===== config.mk =====
export PLATFORM = sky130hd
export DESIGN_NAME = multicycle_control_unit
export DESIGN_NICKNAME = d
export VERILOG_FILES = /design/src/rtl/multicycle_control_unit.sv
export SDC_FILE = /design/constraint.sdc
export NUM_CORES = 1
export LEC_CHECK = 0
export CORE_UTILIZATION = 39
export CTS_BUF_LIST = sky130_fd_sc_hd__clkbuf_16
export CTS_CLUSTER_DIAMETER = 80
export DETAILED_ROUTE_END_ITERATION = 6
export GPL_TIMING_DRIVEN = 1
export PLACE_DENSITY = 0.74
export SLEW_MARGIN = 5
export SYNTH_ARGS = -nofsm -noshare
export SYNTH_HDL_FRONTEND = slang
export SYNTH_SLANG_ARGS = --single-unit

===== constraint.sdc =====
create_clock -name Clock -period 1.47 [get_ports Clock]
set_input_delay 0.294 -clock Clock [delete_from_list [all_inputs] [get_ports Clock]]
set_output_delay 0.294 -clock Clock [all_outputs]
set_load 0.05 [all_outputs]

===== src/rtl/multicycle_control_unit.sv =====
// ============================================================================
// Module   : multicycle_control_unit
// Brief    : Five-state multicycle CPU controller (FETCH/DECODE/EXEC/MEM/WB)
//            with a memory handshake and a multi-cycle MUL hold in EXEC.
// Revision : 1.0
// ============================================================================
`default_nettype none

module multicycle_control_unit #(
    parameter int OP_W       = 4,
    parameter int FN_W       = 4,
    parameter int MUL_CYCLES = 3
) (
    input  logic            Clock,
    input  logic            Reset,
    input  logic [OP_W-1:0] OPCODE,
    input  logic [FN_W-1:0] FUNCT,
    input  logic            Zero,
    input  logic            MemReady,
    output logic            PCWrite,
    output logic            IRWrite,
    output logic            MemRead,
    output logic            MemWrite,
    output logic            MemToReg,
    output logic            RegDst,
    output logic            RegWrite,
    output logic            Branch,
    output logic            AluSrcA,
    output logic [1:0]      AluSrcB,
    output logic [1:0]      AluOp,
    output logic [2:0]      State,
    output logic            InstrDone,
    output logic            IllegalOp
);

    localparam logic [2:0] S_FETCH  = 3'd0;
    localparam logic [2:0] S_DECODE = 3'd1;
    localparam logic [2:0] S_EXEC   = 3'd2;
    localparam logic [2:0] S_MEM    = 3'd3;
    localparam logic [2:0] S_WB     = 3'd4;

    localparam logic [OP_W-1:0] OP_ADDI = OP_W'(1);
    localparam logic [OP_W-1:0] OP_LS   = OP_W'(2);
    localparam logic [OP_W-1:0] OP_SS   = OP_W'(3);
    localparam logic [OP_W-1:0] OP_BEQ  = OP_W'(4);
    localparam logic [OP_W-1:0] OP_R    = OP_W'(6);
    localparam logic [FN_W-1:0] FN_MUL  = FN_W'(5);

    localparam int              CNT_W    = (MUL_CYCLES > 1) ? $clog2(MUL_CYCLES) : 1;
    localparam logic [CNT_W-1:0] CNT_LAST = CNT_W'(MUL_CYCLES - 1);

    logic [2:0]      state;
    logic [2:0]      state_next;
    logic [OP_W-1:0] op_q;
    logic [FN_W-1:0] fn_q;
    logic [CNT_W-1:0] mul_cnt;

    logic live_legal;
    logic is_addi, is_ls, is_ss, is_beq, is_r, is_mul;

    // DECODE judges legality on the live opcode; later states only see the latch.
    assign live_legal = (OPCODE == OP_ADDI) || (OPCODE == OP_LS) || (OPCODE == OP_SS) ||
                        (OPCODE == OP_BEQ)  || (OPCODE == OP_R);

    assign is_addi = (op_q == OP_ADDI);
    assign is_ls   = (op_q == OP_LS);
    assign is_ss   = (op_q == OP_SS);
    assign is_beq  = (op_q == OP_BEQ);
    assign is_r    = (op_q == OP_R);
    assign is_mul  = is_r && (fn_q == FN_MUL);

    always_ff @(posedge Clock) begin
        if (Reset) begin
            state   <= S_FETCH;
            op_q    <= '0;
            fn_q    <= '0;
            mul_cnt <= '0;
        end else begin
            state <= state_next;
            if (state == S_DECODE) begin
                op_q <= OPCODE;
                fn_q <= FUNCT;
            end
            if ((state == S_EXEC) && (state_next == S_EXEC)) begin
                mul_cnt <= mul_cnt + CNT_W'(1);
            end else begin
                mul_cnt <= '0;
            end
        end
    end

    always_comb begin
        state_next = S_FETCH;
        PCWrite    = 1'b0;
        IRWrite    = 1'b0;
        MemRead    = 1'b0;
        MemWrite   = 1'b0;
        MemToReg   = 1'b0;
        RegDst     = 1'b0;
        RegWrite   = 1'b0;
        Branch     = 1'b0;
        AluSrcA    = 1'b0;
        AluSrcB    = 2'b00;
        AluOp      = 2'b00;
        InstrDone  = 1'b0;
        IllegalOp  = 1'b0;

        case (state)
            S_FETCH: begin
                MemRead    = 1'b1;
                AluSrcB    = 2'b01;
                IRWrite    = MemReady;
                PCWrite    = MemReady;
                state_next = MemReady ? S_DECODE : S_FETCH;
            end
            S_DECODE: begin
                AluSrcB = 2'b10;
                if (live_legal) begin
                    state_next = S_EXEC;
                end else begin
                    IllegalOp  = 1'b1;
                    InstrDone  = 1'b1;
                    state_next = S_FETCH;
                end
            end
            S_EXEC: begin
                if (is_mul) begin
                    AluSrcA    = 1'b1;
                    AluOp      = 2'b11;
                    state_next = (mul_cnt == CNT_LAST) ? S_WB : S_EXEC;
                end else if (is_r) begin
                    AluSrcA    = 1'b1;
                    AluOp      = 2'b10;
                    state_next = S_WB;
                end else if (is_addi || is_ls || is_ss) begin
                    AluSrcA    = 1'b1;
                    AluSrcB    = 2'b10;
                    state_next = is_addi ? S_WB : S_MEM;
                end else if (is_beq) begin
                    AluSrcA    = 1'b1;
                    AluOp      = 2'b01;
                    Branch     = 1'b1;
                    PCWrite    = Zero;
                    InstrDone  = 1'b1;
                    state_next = S_FETCH;
                end else begin
                    state_next = S_FETCH;
                end
            end
            S_MEM: begin
                MemRead  = is_ls;
                MemWrite = is_ss;
                if (!(is_ls || is_ss)) begin
                    state_next = S_FETCH;
                end else if (!MemReady) begin
                    state_next = S_MEM;
                end else if (is_ls) begin
                    state_next = S_WB;
                end else begin
                    InstrDone  = 1'b1;
                    state_next = S_FETCH;
                end
            end
            S_WB: begin
                RegWrite   = 1'b1;
                InstrDone  = 1'b1;
                RegDst     = is_r;
                MemToReg   = is_ls;
                state_next = S_FETCH;
            end
            default: begin
                state_next = S_FETCH;
            end
        endcase
    end

    assign State = state;

endmodule

`default_nettype wire


==> results.yml, run 1 <==
status:
  status: "aborted with a tool error"
  stop_stage: "5_1_grt"
  error: "[ERROR DPL-0038] Utilization greater than 100%, impossible to legalize"
die:
  die_width_um: 47.8
  start_util_pct: 41.8
  die_h_um: 47.8
  row_count: 16
  ios: 30
yosys:
  syn_avg_cell_area_sq_um: 8.81
  synth-async-reset-ratio_pct: 0
  syn-num-nets: 106
  synth_area_sq_um: 820
  yosysWarnings: 0
  ys.flop_type: "dfxtp_1"
  ys_types: 36
  synth_edf_count: 0
  yosysSeqAreaShare_pct: 31.8
  ys_seq_elements: 13
  syn_inst: 93
place:
  numPortBuffers: 29
  dp_hpwl_um: 2420
  gp_congestion: 0.767
cts:
  numCtsBuffers: 3
  root_buffer: "clkbuf_16"
  cts.path.max_buffers: 2
  htree_levels: 1
  clock_sinks: 13
sta:
  worst-ep-kind: "primary output"
  worst_endpoint: "PCWrite"
global_route:
  grt_max_degree: 10
-- cells by family after synthesis --
family | share of synthesized area, %
AND/OR/NAND/NOR | 42.3
flip-flops | 31.8
AO/OA/AOI/OAI | 9.62
buffers and inverters | 5.04
multiplexers | 9.77
adder cells (fa/ha/maj) | 1.53
-- Yosys cell counts (2+ instances only) --
| cell | count | share of area [%] |
|---|---|---|
| nor4b_2 | 2 | 3.7 |
| inv_1 | 2 | 0.92 |
| and3_1 | 2 | 1.5 |
| nor2b_1 | 2 | 1.5 |
| a21o_1 | 2 | 1.8 |
| and2_1 | 2 | 1.5 |
| mux2i_1 | 8 | 9.8 |
| nand4bb_1 | 2 | 2.7 |
| or2_2 | 2 | 1.5 |
| dfxtp_1 | 13 | 32 |
| nand2_1 | 4 | 1.8 |
| a21oi_1 | 2 | 1.2 |
| nor3_1 | 7 | 4.3 |
| buf_2 | 3 | 1.8 |
| and4b_1 | 2 | 2.4 |
| or4_1 | 2 | 1.8 |
| nor2_1 | 17 | 7.8 |
-- per-stage QoR --
step / area (sq um) / utilization, % / hold WS (ns) / cells / worst slack [ns]
after global placement: 1640 / 83.4 / 0.470 / 176 / -0.725
after detailed placement: 1640 / 83.4 / 0.494 / 176 / -0.779
after floorplan: 947 / - / 0.441 / 93 / -0.521
after CTS: 1870 / 95.5 / 0.505 / 183 / -0.480
-- what timing repair did --
item	in CTS
hold buffers	0
endpoints found under the setup margin	20
setup buffers	4
pin swaps	14
resized for setup	41
==> run 2, diff against run 1 <==
--- a/config.mk
+++ b/config.mk
@@ -5,12 +5,11 @@
 export SDC_FILE = /design/constraint.sdc
 export NUM_CORES = 1
 export LEC_CHECK = 0
-export CORE_UTILIZATION = 39
-export CTS_BUF_LIST = sky130_fd_sc_hd__clkbuf_16
-export CTS_CLUSTER_DIAMETER = 80
+export CORE_AREA = 2 2 63 65
 export DETAILED_ROUTE_END_ITERATION = 6
+export DIE_AREA = 0 0 65 67
 export GPL_TIMING_DRIVEN = 1
-export PLACE_DENSITY = 0.74
+export PLACE_DENSITY_LB_ADDON = 0.15
 export SLEW_MARGIN = 5
 export SYNTH_ARGS = -nofsm -noshare
 export SYNTH_HDL_FRONTEND = slang
==> constraint.sdc (replaced) <==
create_clock -name Clock -period 1.91 [get_ports Clock]
set_input_delay 0.382 -clock Clock [delete_from_list [all_inputs] [get_ports Clock]]
set_output_delay 0.382 -clock Clock [all_outputs]
set_load 0.05 [all_outputs]
==> results.yml, run 2 <==
status:
  status: "finished, violations left"
  failed_checks: "setup timing"
die:
  start_util_pct: 22.7
  dieArea_sq_um: 4360
  core_area_sq_um: 3610
  ios: 30
  die_width_um: 65
  row_count: 22
  die_h_um: 67
cts:
  tritoncts: "yes"
  numCtsBuffers: 3
  root_buffer: "clkbuf_8"
  clock_latency_ns: 0.23
  clk_pin_slew_ns: 0.05
  cts.path.max_buffers: 2
  clock_sinks: 13
  postCtsHoldBufs: 0
  htree_levels: 1
sta:
  setup_tns_ns: -0.355
  max_clock_freq_ghz: 0.486
  setup_slack_ns: -0.149
  slew_violations: 0
  period_minus_slack_ns: 2.06
  clock_skew_ns: 0.00394
  tightest_slew_ns: 0.385
  relSlewSlack_pct: 74.3
  setup_violations: 4
  rsz0062_at_grt: "true"
  final_hold_viol_count: 0
  min_period_over_period_pct: 108
worst_setup_path:
  crit_fanout: 8
  cp.required_ns: 1.53
  crit_path_start_kind: "register"
  worstSetupPathType: "reg -> out"
  worstPathArrival_ns: 1.68
  endpoint_kind: "primary output"
yosys:
  synthTopCellsByCount: "17 x nor2_1, 13 x dfxtp_1, 8 x mux2i_1, 7 x nor3_1, 4 x nand2_1"
  syn_avg_cell_area_sq_um: 8.81
  syn_inst: 93
  yosysTopAreaCell: "dfxtp_1"
  synth_area_sq_um: 820
  synthTopCellsByArea: "dfxtp_1 32%, mux2i_1 9.8%, nor2_1 7.8%"
  ys_seq_elements: 13
  synth-async-reset-ratio_pct: 0
  ys_types: 36
  yosysSeqAreaShare_pct: 31.8
  syn-num-nets: 106
  ys.flop_type: "dfxtp_1"
  synth_top_area_share_pct: 31.8
  synth.most_common_cell: "nor2_1"
  synth_edf_count: 0
  yosysWarnings: 0
route:
  wire_per_inst_um: 12.0
  initialDrtViolationCount: 26
  drt_wl_total_um: 2330
  via_per_inst: 4.40
  postRouteAntennaNets: 0
  route.detailed.drc: 0
  dr.pass1.iters: 4
  via_count: 853
power_and_ir_drop:
  internal_power_uw: 557
  power.density_nw_per_um2: 478
  swShare_pct: 28.2
  seqPwrFrac_pct: 37.4
  ir_worst_vdd_v: 0.000400
  p_comb_share_pct: 32.6
  pwr-share-clk_pct: 30.0
  power.leakage_nw: 0.673
  p_sw_uw: 218
run:
  maxCapViolCount: 0
place:
  placed_area_sq_um: 1460
  numPortBuffers: 29
  dp_hpwl_um: 1920
  gp_congestion: 0.727
cells_and_area:
  nNetsFinal: 160
  layout-drive-gt1-share_pct: 52.7
  final_design_area_no_fill_sq_um: 1620
  final_common_cell: "buf_4"
  final_cell_mix: "25 x buf_4, 15 x nor2_1, 14 x buf_12"
  diodes: 0
  synthToLayoutAreaGrowth_pct: 97.9
global_route:
  first_global_vias: 840
  grt.total_usage_pct: 11.4
  grt_pass1_wl_um: 3890
  grt_max_degree: 11
  grt_antenna_before_repair: 0
  grt-ovfl-total: 0
hold_path:
  hp-class: "in -> reg"
-- run 2: layout make-up --
class                      instances  area (sq um)
fill                             364          1980
timing repair buffer              55           629
multi-input combinational         72           606
sequential                        13           274
tap                               48          60.1
clock buffer                       4          45.0
inverter                           2          7.51
-- run 2: timing repair --
item                       CTS  global route
setup endpoints to repair    7            10
gates resized for setup     17            13
buffers inserted             3             5
pin swaps                    5             9
-- run 2: power groups by stage --
| stage | sequential [mW] | combinational [mW] | clock, mW |
|---|---|---|---|
| 4_1_cts | 0.289 | 0.248 | 0.239 |
| 3_3_place_gp | 0.294 | 0.236 | 0 |
| 3_5_place_dp | 0.295 | 0.239 | 0 |
| 6_report | 0.290 | 0.253 | 0.232 |
| 2_1_floorplan | 0.300 | 0.117 | 0 |
| 5_1_grt | 0.291 | 0.269 | 0.263 |
-- run 2: path summary, 6_finish.rpt --
kind | start | endpoint | slack [ns] | cells past startpoint
worst max-delay path | State[1]$_SDFF_PP0_ | InstrDone | -0.15 | 4
worst min-delay path | OPCODE[0] | op_q[0]$_SDFFE_PP0P_ | 0.44 | 3
worst max register to register | State[2]$_SDFF_PP0_ | mul_cnt[0]$_SDFF_PP0_ | 0.21 | 6
worst min register to register | fn_q[3]$_SDFFE_PP0P_ | fn_q[3]$_SDFFE_PP0P_ | 0.49 | 2
-- run 2: kinds of logic (layout without fill, tap and decap cells) --
group | Yosys count | count (layout) | share of synthesized area (%)
buffers and inverters | 8 | 61 | 5.04
AO/OA/AOI/OAI | 10 | 10 | 9.62
multiplexers | 8 | 8 | 9.77
adder cells (fa/ha/maj) | 1 | 1 | 1.53
AND/OR/NAND/NOR | 53 | 53 | 42.3
flip-flops | 13 | 13 | 31.8
-- run 2: critical path, stage by stage (launching register included) --
cell,delay (ns)
dfxtp_4,0.36
and4b_1,0.22
and4_1,0.16
or4_4,0.54
buf_8,0.17
-- run 2: per-layer routing --
layer | routed length (um) | GRT usage, %
met1 | 1050 | 13.7
met2 | 1130 | 20.7
met3 | 137 | 2.03
met4 | 13 | 3.19
met5 | 0 | 0
-- run 2: per-stage QoR --
stage          utilization [%]  instances  hold slack (ns)  power [mW]  worst slack (ns)
2_1_floorplan                -         93            0.452       0.417            -0.300
5_1_grt                   45.0        194            0.459       0.823            -0.200
3_5_place_dp              40.4        183            0.485       0.533            -0.466
6_report                  45.0        194            0.443       0.775            -0.149
4_1_cts                   43.3        190            0.497       0.776            -0.182
3_3_place_gp              40.4        183            0.473       0.531            -0.466
Power figures use the tool's default switching activity.
==> run 3, diff against run 2 <==
--- a/config.mk
+++ b/config.mk
@@ -5,6 +5,7 @@
 export SDC_FILE = /design/constraint.sdc
 export NUM_CORES = 1
 export LEC_CHECK = 0
+export ABC_CLOCK_PERIOD_IN_PS = 1910
 export CORE_AREA = 2 2 63 65
 export DETAILED_ROUTE_END_ITERATION = 6
 export DIE_AREA = 0 0 65 67
==> results of run 3 <==
The final DEF is identical to that of run 2; final timing and power are the same.
==> run 4, diff against run 3 <==
--- a/config.mk
+++ b/config.mk
@@ -5,7 +5,7 @@
 export SDC_FILE = /design/constraint.sdc
 export NUM_CORES = 1
 export LEC_CHECK = 0
-export ABC_CLOCK_PERIOD_IN_PS = 1910
+export ABC_CLOCK_PERIOD_IN_PS = 2580
 export CORE_AREA = 2 2 63 65
 export DETAILED_ROUTE_END_ITERATION = 6
 export DIE_AREA = 0 0 65 67
==> constraint.sdc (replaced) <==
create_clock -name Clock -period 2.58 [get_ports Clock]
set_input_delay 0.516 -clock Clock [delete_from_list [all_inputs] [get_ports Clock]]
set_output_delay 0.516 -clock Clock [all_outputs]
set_load 0.05 [all_outputs]
==> results.yml, run 4 (synthesized netlist as in run 2, its figures left out) <==
die:
  ios: 30
  dieArea_sq_um: 4360
  core_area_sq_um: 3610
  die_h_um: 67
  start_util_pct: 22.7
  row_count: 22
  die_width_um: 65
status:
  status: "completed"
worst_setup_path:
  worstSetupPathType: "in -> out"
  r2r-end: "fn_q[1]$_SDFFE_PP0P_"
  endpoint_kind: "primary output"
  rrSetupSlack_ns: 0.90
  r2r-start: "State[0]$_SDFF_PP0_"
  cp.required_ns: 2.06
  worstPathBufferInverterCount: 3
  cpPeakStageDelay_ns: 0.48
  r2r_cells: 5
  crit_fanout: 2
  cp_cell_sequence: "clkdlybuf4s50_1 > a211oi_2 > buf_4 > nor2b_4 > or4_4 > buf_8"
  crit_path_start_kind: "primary input"
  worstPathArrival_ns: 1.96
  critPathTopFamily: "buffers and inverters"
  slowest_stage: "or4_4"
global_route:
  first_global_vias: 768
  grt-ovfl-total: 0
  grt_max_degree: 15
  grt.total_usage_pct: 10.6
  grt_pass1_wl_um: 3540
  grt_antenna_before_repair: 0
sta:
  clock_skew_ns: 0.000694
  period_minus_slack_ns: 2.47
  final_hold_viol_count: 0
  tightest_slew_ns: 0.523
  slew_violations: 0
  max_clock_freq_ghz: 0.404
  rsz0062_at_grt: "false"
  setup_tns_ns: 0
  relSlewSlack_pct: 65.1
  setup_violations: 0
  hold-worst-slack_ns: 0.499
  min_period_over_period_pct: 95.9
place:
  numPortBuffers: 29
  dp_hpwl_um: 1680
  gp_congestion: 0.747
  dp.cells: 171
hold_path:
  holdPathStages: 2
  whs_endpoint: "fn_q[1]$_SDFFE_PP0P_"
  hold_start: "fn_q[1]$_SDFFE_PP0P_"
  hp-class: "reg -> reg"
power_and_ir_drop:
  power.density_nw_per_um2: 421
  p_total_uw: 547
  power.leakage_nw: 0.518
  ir_worst_vdd_v: 0.000263
cells_and_area:
  layout-drive-gt1-share_pct: 29.9
  nNetsFinal: 141
  diodes: 0
  synthToLayoutAreaGrowth_pct: 58.8
  final_cell_mix: "17 x nor2_1, 14 x buf_4, 13 x clkdlybuf4s50_1"
  finish.utilization_pct: 36.1
  final_common_cell: "nor2_1"
  finalNonFillerCells: 175
  fillers: 377
run:
  maxCapViolCount: 0
route:
  initialDrtViolationCount: 24
  dr.pass1.iters: 3
  via_per_inst: 4.59
  drt_wl_total_um: 2120
  via_count: 803
  route.detailed.drc: 0
  postRouteAntennaNets: 0
  wire_per_inst_um: 12.1
cts:
  clock_sinks: 13
  htree_levels: 1
  clk_pin_slew_ns: 0.05
  cts_setup_buffers: 0
  tritoncts: "yes"
  root_buffer: "clkbuf_8"
  cts.path.max_buffers: 2
  numCtsBuffers: 3
  clock_latency_ns: 0.23
run 4: worst max-delay path by stage:
| stage | cells after the start | slack, ns | start | to |
|---|---|---|---|---|
| final | 6 | 0.11 | OPCODE[3] | InstrDone |
| after global routing | 4 | 0.03 | State[0]$_SDFF_PP0_ | InstrDone |
| after CTS | 6 | 0.06 | OPCODE[3] | InstrDone |
| after detailed placement | 7 | -0.09 | OPCODE[0] | InstrDone |
| after global placement | 7 | -0.06 | OPCODE[0] | InstrDone |
| after floorplan | 4 | -0.39 | State[1]$_SDFF_PP0_ | PCWrite |
run 4: timing repair:
item | 4_1_cts | 5_1_grt
endpoints found under the setup margin | 1 | 2
resized for setup | 6 | 3
pin swaps | 1 | 0
hold buffers | 0 | 0
run 4: cell type report:
type / instances / area, sq um / area share [%]
flip-flops and latches: 13 / 262 / 20.1
clock buffers: 4 / 45.0 / 3.46
repair buffers: 36 / 377 / 28.9
well taps: 48 / 60.1 / 4.62
inverters: 2 / 7.51 / 0.577
multi-input cells: 72 / 551 / 42.3
run 4: stage by stage:
stage / setup slack, ns / cell area, sq um
after floorplan: -0.387 / 835
after global placement: -0.0599 / 1230
after detailed placement: -0.0937 / 1230
after CTS: 0.0613 / 1290
after global routing: 0.0268 / 1300
final: 0.107 / 1300
run 4: layer usage:
layer	up-vias	track usage, %	share of wire, %	routed length, um
met5	-	0	0	0
met4	0	3.99	0.52	11
met3	2	1.69	4.5	96
met2	24	18.2	48	1020
met1	373	13.2	47	997
li1	404	-	-	-
run 4: worst min-delay path: cells and delay by family (launching register included):
family / cells / cell delay [ns]
DFF: 1 / 0.32
muxes: 1 / 0.07
and+or+nand+nor: 1 / 0.07
run 4: where the power goes:
part | internal (mW) | switching [mW]
clock network | 0.109 | 0.0667
logic | 0.0732 | 0.0763
registers | 0.209 | 0.0130
